**src/rtl/mem_port_arbiter_if.sv**
```systemverilog
// Bundle of requester, response and memory-port signals for mem_port_arbiter.
//   slave  : arbiter view (takes requests, drives responses and the memory port)
//   master : environment view (requesters plus memory model)
// Ports: req{0,1}_{valid,addr,wdata,we} / req{0,1}_ready, rsp{0,1}_valid,
//        rsp_rdata, rsp_err, sel, mem_{valid,addr,wdata,we} / mem_ready,
//        mem_rsp_{valid,rdata}.
interface mem_port_arbiter_if;
  logic        req0_valid, req1_valid;
  logic        req0_ready, req1_ready;
  logic [31:0] req0_addr,  req1_addr;
  logic [31:0] req0_wdata, req1_wdata;
  logic        req0_we,    req1_we;
  logic        rsp0_valid, rsp1_valid;
  logic [31:0] rsp_rdata;
  logic        rsp_err;
  logic        sel;
  logic        mem_valid;
  logic        mem_ready;
  logic [31:0] mem_addr;
  logic [31:0] mem_wdata;
  logic        mem_we;
  logic        mem_rsp_valid;
  logic [31:0] mem_rsp_rdata;

  modport slave (
    input  req0_valid, req1_valid, req0_addr, req1_addr,
           req0_wdata, req1_wdata, req0_we, req1_we,
           mem_ready, mem_rsp_valid, mem_rsp_rdata,
    output req0_ready, req1_ready, rsp0_valid, rsp1_valid,
           rsp_rdata, rsp_err, sel,
           mem_valid, mem_addr, mem_wdata, mem_we
  );

  modport master (
    output req0_valid, req1_valid, req0_addr, req1_addr,
           req0_wdata, req1_wdata, req0_we, req1_we,
           mem_ready, mem_rsp_valid, mem_rsp_rdata,
    input  req0_ready, req1_ready, rsp0_valid, rsp1_valid,
           rsp_rdata, rsp_err, sel,
           mem_valid, mem_addr, mem_wdata, mem_we
  );
endinterface

```
**src/rtl/mem_port_arbiter.sv**
```systemverilog
// Two-requester round-robin arbiter sharing one 32-bit memory port.
// One transaction in flight: IDLE picks a winner and latches its fields,
// ISSUE holds mem_valid until mem_ready, WAIT waits for the single response
// (or times out after TIMEOUT_CYCLES) and pulses rsp{sel}_valid.
// Ports: clk, reset (sync, active high), bus (mem_port_arbiter_if.slave).
// reqN_ready is combinational; every other output is registered.
module mem_port_arbiter #(
  parameter int unsigned TIMEOUT_CYCLES = 255
) (
  input  logic                clk,
  input  logic                reset,
  mem_port_arbiter_if.slave   bus
);
  localparam logic [7:0] TMO_LAST = 8'(TIMEOUT_CYCLES - 1);

  typedef enum logic [1:0] {IDLE, ISSUE, WAIT} state_t;

  typedef struct packed {
    logic [31:0] addr;
    logic [31:0] wdata;
    logic        we;
  } req_t;

  state_t      state, state_nxt;
  req_t [1:0]  req;
  logic [1:0]  req_valid;
  logic        winner, accept, rsp_hit, tmo;
  logic        last_grant, sel;
  logic        mem_valid, mem_we;
  logic [31:0] mem_addr, mem_wdata;
  logic        rsp0_valid, rsp1_valid, rsp_err;
  logic [31:0] rsp_rdata;
  logic [7:0]  wait_cnt;

  assign req_valid = {bus.req1_valid, bus.req0_valid};
  assign req[0]    = '{addr: bus.req0_addr, wdata: bus.req0_wdata, we: bus.req0_we};
  assign req[1]    = '{addr: bus.req1_addr, wdata: bus.req1_wdata, we: bus.req1_we};

  // Tie goes to whoever was not served last.
  always_comb begin
    winner = 1'b0;
    case (req_valid)
      2'b10:   winner = 1'b1;
      2'b11:   winner = ~last_grant;
      default: winner = 1'b0;
    endcase
  end

  assign accept  = (state == IDLE) && (|req_valid);
  // A response in the timeout cycle takes priority over the error.
  assign rsp_hit = (state == WAIT) && bus.mem_rsp_valid;
  assign tmo     = (state == WAIT) && !bus.mem_rsp_valid && (wait_cnt == TMO_LAST);

  always_ff @(posedge clk) begin
    if (reset) state <= IDLE;
    else       state <= state_nxt;
  end

  always_comb begin
    state_nxt = state;
    case (state)
      IDLE:    if (accept)         state_nxt = ISSUE;
      ISSUE:   if (bus.mem_ready)  state_nxt = WAIT;
      WAIT:    if (rsp_hit || tmo) state_nxt = IDLE;
      default:                     state_nxt = IDLE;
    endcase
  end

  always_ff @(posedge clk) begin
    if (reset) begin
      sel        <= 1'b0;
      last_grant <= 1'b1;
      mem_valid  <= 1'b0;
      mem_addr   <= '0;
      mem_wdata  <= '0;
      mem_we     <= 1'b0;
      rsp0_valid <= 1'b0;
      rsp1_valid <= 1'b0;
      rsp_rdata  <= '0;
      rsp_err    <= 1'b0;
      wait_cnt   <= '0;
    end else begin
      mem_valid  <= (state_nxt == ISSUE);
      rsp0_valid <= 1'b0;
      rsp1_valid <= 1'b0;
      rsp_rdata  <= '0;
      rsp_err    <= 1'b0;
      if (accept) begin
        mem_addr  <= req[winner].addr;
        mem_wdata <= req[winner].wdata;
        mem_we    <= req[winner].we;
        sel       <= winner;
      end
      if (state == ISSUE && bus.mem_ready)
        wait_cnt <= '0;
      else if (state == WAIT && !bus.mem_rsp_valid)
        wait_cnt <= wait_cnt + 8'd1;
      if (rsp_hit || tmo) begin
        rsp0_valid <= ~sel;
        rsp1_valid <= sel;
        rsp_err    <= tmo;
        rsp_rdata  <= (rsp_hit && !mem_we) ? bus.mem_rsp_rdata : 32'd0;
        last_grant <= sel;
      end
    end
  end

  assign bus.req0_ready = accept && !winner;
  assign bus.req1_ready = accept &&  winner;
  assign bus.rsp0_valid = rsp0_valid;
  assign bus.rsp1_valid = rsp1_valid;
  assign bus.rsp_rdata  = rsp_rdata;
  assign bus.rsp_err    = rsp_err;
  assign bus.sel        = sel;
  assign bus.mem_valid  = mem_valid;
  assign bus.mem_addr   = mem_addr;
  assign bus.mem_wdata  = mem_wdata;
  assign bus.mem_we     = mem_we;
endmodule

```
**src/flat_wrapper.sv**
```systemverilog
// flat-port wrapper written by rule: the top's interface ports become plain ports
module mem_port_arbiter_flat 
#(
  parameter int unsigned TIMEOUT_CYCLES = 255
)
  (clk, reset, bus_req0_valid, bus_req1_valid, bus_req0_addr, bus_req1_addr, bus_req0_wdata, bus_req1_wdata, bus_req0_we, bus_req1_we, bus_mem_ready, bus_mem_rsp_valid, bus_mem_rsp_rdata, bus_req0_ready, bus_req1_ready, bus_rsp0_valid, bus_rsp1_valid, bus_rsp_rdata, bus_rsp_err, bus_sel, bus_mem_valid, bus_mem_addr, bus_mem_wdata, bus_mem_we);
  mem_port_arbiter_if bus_i ();
  input  logic clk;
  input  logic reset;
  input wire logic [$bits(bus_i.req0_valid)-1:0] bus_req0_valid;
  input wire logic [$bits(bus_i.req1_valid)-1:0] bus_req1_valid;
  input wire logic [$bits(bus_i.req0_addr)-1:0] bus_req0_addr;
  input wire logic [$bits(bus_i.req1_addr)-1:0] bus_req1_addr;
  input wire logic [$bits(bus_i.req0_wdata)-1:0] bus_req0_wdata;
  input wire logic [$bits(bus_i.req1_wdata)-1:0] bus_req1_wdata;
  input wire logic [$bits(bus_i.req0_we)-1:0] bus_req0_we;
  input wire logic [$bits(bus_i.req1_we)-1:0] bus_req1_we;
  input wire logic [$bits(bus_i.mem_ready)-1:0] bus_mem_ready;
  input wire logic [$bits(bus_i.mem_rsp_valid)-1:0] bus_mem_rsp_valid;
  input wire logic [$bits(bus_i.mem_rsp_rdata)-1:0] bus_mem_rsp_rdata;
  output wire logic [$bits(bus_i.req0_ready)-1:0] bus_req0_ready;
  output wire logic [$bits(bus_i.req1_ready)-1:0] bus_req1_ready;
  output wire logic [$bits(bus_i.rsp0_valid)-1:0] bus_rsp0_valid;
  output wire logic [$bits(bus_i.rsp1_valid)-1:0] bus_rsp1_valid;
  output wire logic [$bits(bus_i.rsp_rdata)-1:0] bus_rsp_rdata;
  output wire logic [$bits(bus_i.rsp_err)-1:0] bus_rsp_err;
  output wire logic [$bits(bus_i.sel)-1:0] bus_sel;
  output wire logic [$bits(bus_i.mem_valid)-1:0] bus_mem_valid;
  output wire logic [$bits(bus_i.mem_addr)-1:0] bus_mem_addr;
  output wire logic [$bits(bus_i.mem_wdata)-1:0] bus_mem_wdata;
  output wire logic [$bits(bus_i.mem_we)-1:0] bus_mem_we;
  assign bus_i.req0_valid = bus_req0_valid;
  assign bus_i.req1_valid = bus_req1_valid;
  assign bus_i.req0_addr = bus_req0_addr;
  assign bus_i.req1_addr = bus_req1_addr;
  assign bus_i.req0_wdata = bus_req0_wdata;
  assign bus_i.req1_wdata = bus_req1_wdata;
  assign bus_i.req0_we = bus_req0_we;
  assign bus_i.req1_we = bus_req1_we;
  assign bus_i.mem_ready = bus_mem_ready;
  assign bus_i.mem_rsp_valid = bus_mem_rsp_valid;
  assign bus_i.mem_rsp_rdata = bus_mem_rsp_rdata;
  assign bus_req0_ready = bus_i.req0_ready;
  assign bus_req1_ready = bus_i.req1_ready;
  assign bus_rsp0_valid = bus_i.rsp0_valid;
  assign bus_rsp1_valid = bus_i.rsp1_valid;
  assign bus_rsp_rdata = bus_i.rsp_rdata;
  assign bus_rsp_err = bus_i.rsp_err;
  assign bus_sel = bus_i.sel;
  assign bus_mem_valid = bus_i.mem_valid;
  assign bus_mem_addr = bus_i.mem_addr;
  assign bus_mem_wdata = bus_i.mem_wdata;
  assign bus_mem_we = bus_i.mem_we;
  mem_port_arbiter #(.TIMEOUT_CYCLES(TIMEOUT_CYCLES)) u_core (.clk(clk), .reset(reset), .bus(bus_i));
endmodule
```
**config.mk**
```make
export PLATFORM = sky130hd
export DESIGN_NAME = mem_port_arbiter_flat
export DESIGN_NICKNAME = d
export VERILOG_FILES = /design/src/rtl/mem_port_arbiter_if.sv /design/src/rtl/mem_port_arbiter.sv /design/src/flat_wrapper.sv
export SDC_FILE = /design/constraint.sdc
export NUM_CORES = 1
export LEC_CHECK = 0
export CAP_MARGIN = 30
export CORE_MARGIN = 2
export CORE_UTILIZATION = 30
export CTS_CLUSTER_DIAMETER = 30
export DETAILED_ROUTE_END_ITERATION = 10
export PLACE_DENSITY = 0.67
export SLEW_MARGIN = 20
export SYNTH_ARGS = -nofsm -noshare
export SYNTH_HDL_FRONTEND = slang
export SYNTH_SLANG_ARGS = --single-unit
```
**constraint.sdc**
```tcl
create_clock -name clk -period 1.9 [get_ports clk]
set_input_delay 0.38 -clock clk [delete_from_list [all_inputs] [get_ports clk]]
set_output_delay 0.38 -clock clk [all_outputs]
set_load 0.05 [all_outputs]
```
==> results.cfg <==
[status]
outcome = finished, final reports clean

[worst_setup_path]
worstPathCellList = clkdlybuf4s50_1 > a21boi_4 > and2_2 > buf_12
path_max_fanout = 4
cp-end-kind = output port
crit_family = buffers and inverters
required_ns = 1.52
critical-path-max-stage-delay_ns = 0.51
critPathBufInv = 2
start_kind = primary input
crit_type = primary input to output port
crit_slowest_cell = clkdlybuf4s50_1
arrival_ns = 1.43

[synthesis]
yosys.area.top_type_share_pct = 50.1
synthFlopType = dfxtp_1
ys_async_sr_fraction_pct = 0
synth_top_family_by_area = simple AND/OR/NAND/NOR gates
synthMuxAreaShare_pct = 0.444
synth_edf_count = 0
synth_seq_cells = 113
synth-xor-area-share_pct = 0.194
synthAdderAreaFrac_pct = 0.555
synth_warnings = 0
synth-simple-area-share_pct = 24.2
synth.area.top_cells = dfxtp_1 50%, nand3_1 15%, a31oi_1 9.0%
syn_inst = 529
yosysSeqAreaShare_pct = 50.1
synth_compound_area_share_pct = 19.1
synth.distinct_cells = 39
syn_area_per_cell_um2 = 8.53
syn_area_mm2 = 0.00451
syn_nets = 699
yosys.area.top_type = dfxtp_1

[sta]
rsz0062_at_grt = false
finalClockSkew_ns = 0.00675
setup_viol = 0
fin_crit_sh_pct = 95.3
hold_slack_ns = 0.468
worst-slew-pin-transition_ns = 0.562
finalSetupTns_ns = 0
hold_violations = 0
clock.fmax_mhz = 552
fin_crit_ns = 1.81
worst_slack_ns = 0.0899
max_slew_margin_pct = 62.5
slew_violations = 0

[drt]
antenna_left = 0
drc_errors = 0
drt-pass1-iter-count = 6
avgViaCountPerCell = 5.29
drt_iter0_drc = 376
vias = 5246
wire_per_inst_um = 17.6
drt-total-wl_mm = 17.5

[floorplanning]
die_h_um = 127
die_w_um = 127
ios = 272
die_area_mm2 = 0.0160
start_util_pct = 30.9
rows = 44
core_mm2 = 0.0146

[clock_network]
postCtsHoldBufs = 0
clk_pin_slew_ns = 0.05
clk_latency_ns = 0.41
cts_tree = done
cts_buffer_depth = 2
numCtsBuffers = 17
root_buffer = clkbuf_16
cts.sink_count = 113
cts-htree-levels = 4

[global_routing]
grt_pass1_wl_mm = 26.9
antenna_found_initial = 0
grt_use_total_pct = 21.1
grt_overflow = 0
grt_pass1_vias = 5293
grt_max_degree = 50

[power]
powerDensity_mw_per_mm2 = 897
cellLeakagePower_nw = 3.45
vdd.ir_drop.worst_mv = 0.600

[hold_path]
hp-class = primary input to flip-flop

[place]
dp_hpwl_mm = 12.5
io_buffers = 271
post-place-ws_ns = -0.0998
gp_congestion = 0.824

[final_layout]
synthToLayoutAreaGrowth_pct = 77.6
n_antenna_cell = 0
final_nets = 965
fillers = 1339
drive_above_1_share_pct = 12.6

[run]
maxCapViolCount = 0
-- where the power goes --
part           total, W  switching (W)  leakage [nW]  internal [W]
combinational   0.00169        0.00101          2.26      0.000681
sequential      0.00260      0.0000825         0.923       0.00252
clock           0.00289        0.00108         0.270       0.00181
-- sequential cells by signal, indices dropped and copies added, names as in the netlist --
signal and count:
u_core.last_grant 1, u_core.bus.sel 1, u_core.bus.mem_wdata 32, u_core.bus.mem_valid 1, u_core.bus.rsp_err 1, u_core.wait_cnt 8
u_core.bus.mem_addr 32, u_core.state 2, u_core.bus.rsp0_valid 1, u_core.bus.rsp_rdata 32, u_core.bus.mem_we 1, u_core.bus.rsp1_valid 1
-- cells by family (layout without fill, tap and decap cells) --
logic type	after synthesis	after routing
compound gates	150	150
fa+ha+maj	2	2
buf+inv	60	339
mux	2	2
simple gates	201	201
xor+xnor	1	1
flops	113	113
-- per-stage QoR --
step	cells	utilization, %	total power, W	cell area, um^2
2_1_floorplan	529	-	0.00355	4510
3_3_place_gp	960	51.6	0.00439	7530
3_5_place_dp	960	51.6	0.00441	7530
4_1_cts	992	54.7	0.00727	7990
5_1_grt	992	54.9	0.00749	8020
6_report	992	54.9	0.00719	8020
-- Yosys cell counts (all sizes together) (2+ instances only) --
cell	instances
dfxtp	113
nand3	135
nand3b	3
o211a	2
a31oi	65
o31ai	2
mux2i	2
nor2	6
and3	3
or4	2
clkbuf	48
a21oi	7
a211oi	2
or3b	3
ha	2
o21ai	69
inv	4
and2	33
nand2	4
nor3b	3
buf	8
-- worst reg2reg max path: cells and delay by family, from the launching register on --
family | cells | cell delay, ns
and+or+nand+nor | 2 | 0.99
AOI/OAI and AO/OA | 1 | 0.16
DFF | 1 | 0.38
-- repair_timing --
action | CTS | global route
gates resized for setup | 65 | 13
endpoints found under the setup margin | 65 | 12
setup buffers | 0 | 0
-- worst paths after layout --
path / start / end / slack, ns / cells past startpoint
max: bus_req0_valid / bus_req1_ready / 0.09 / 4
min: reset / u_core.bus.rsp0_valid / 0.47 / 4
min reg2reg: u_core.wait_cnt[0] / u_core.wait_cnt[0] / 0.49 / 2
max reg2reg: u_core.state[0] / u_core.wait_cnt[7] / 0.30 / 3
-- cell usage in the layout (no fill, tap or decap), types with 2 or more instances in the layout --
cell             instances
buf_12                   8
clkinv_4                 2
and3_1                   2
or4_1                    2
and2_1                  32
nand2_1                  4
mux2i_1                  2
nand3_1                135
nor2_4                   2
a21oi_1                  7
clkinv_2                 7
o211a_1                  2
dlygate4sd2_1           65
nand3b_1                 3
buf_4                   53
clkbuf_16               17
ha_1                     2
or3b_1                   2
nor3b_2                  2
a211oi_1                 2
o21ai_0                 69
o31ai_1                  2
dfxtp_1                112
nor2_1                   4
clkdlybuf4s50_1        165
clkbuf_1                 3
dlymetal6s2s_1          11
a31oi_1                 65
inv_1                    4
-- area by class of cell --
cell class	count	area [um^2]	share of cell area (%)
inverters	4	15.0	0.187
multi-input cells	356	2040	25.5
clock buffers	21	450	5.62
well taps	184	230	2.87
repair buffers	303	2920	36.5
flip-flops and latches	113	2260	28.2
clock inverters	11	90.1	1.12
-- metal layers --
layer | track usage [%] | vias up | share of wire [%]
met2 | 35.4 | 279 | 48
li1 | - | 2473 | -
met4 | 9.24 | 0 | 2.1
met1 | 24.3 | 2464 | 40
met5 | 0 | - | 0
met3 | 7.59 | 30 | 9.9
(Power assumes the default switching activity.)
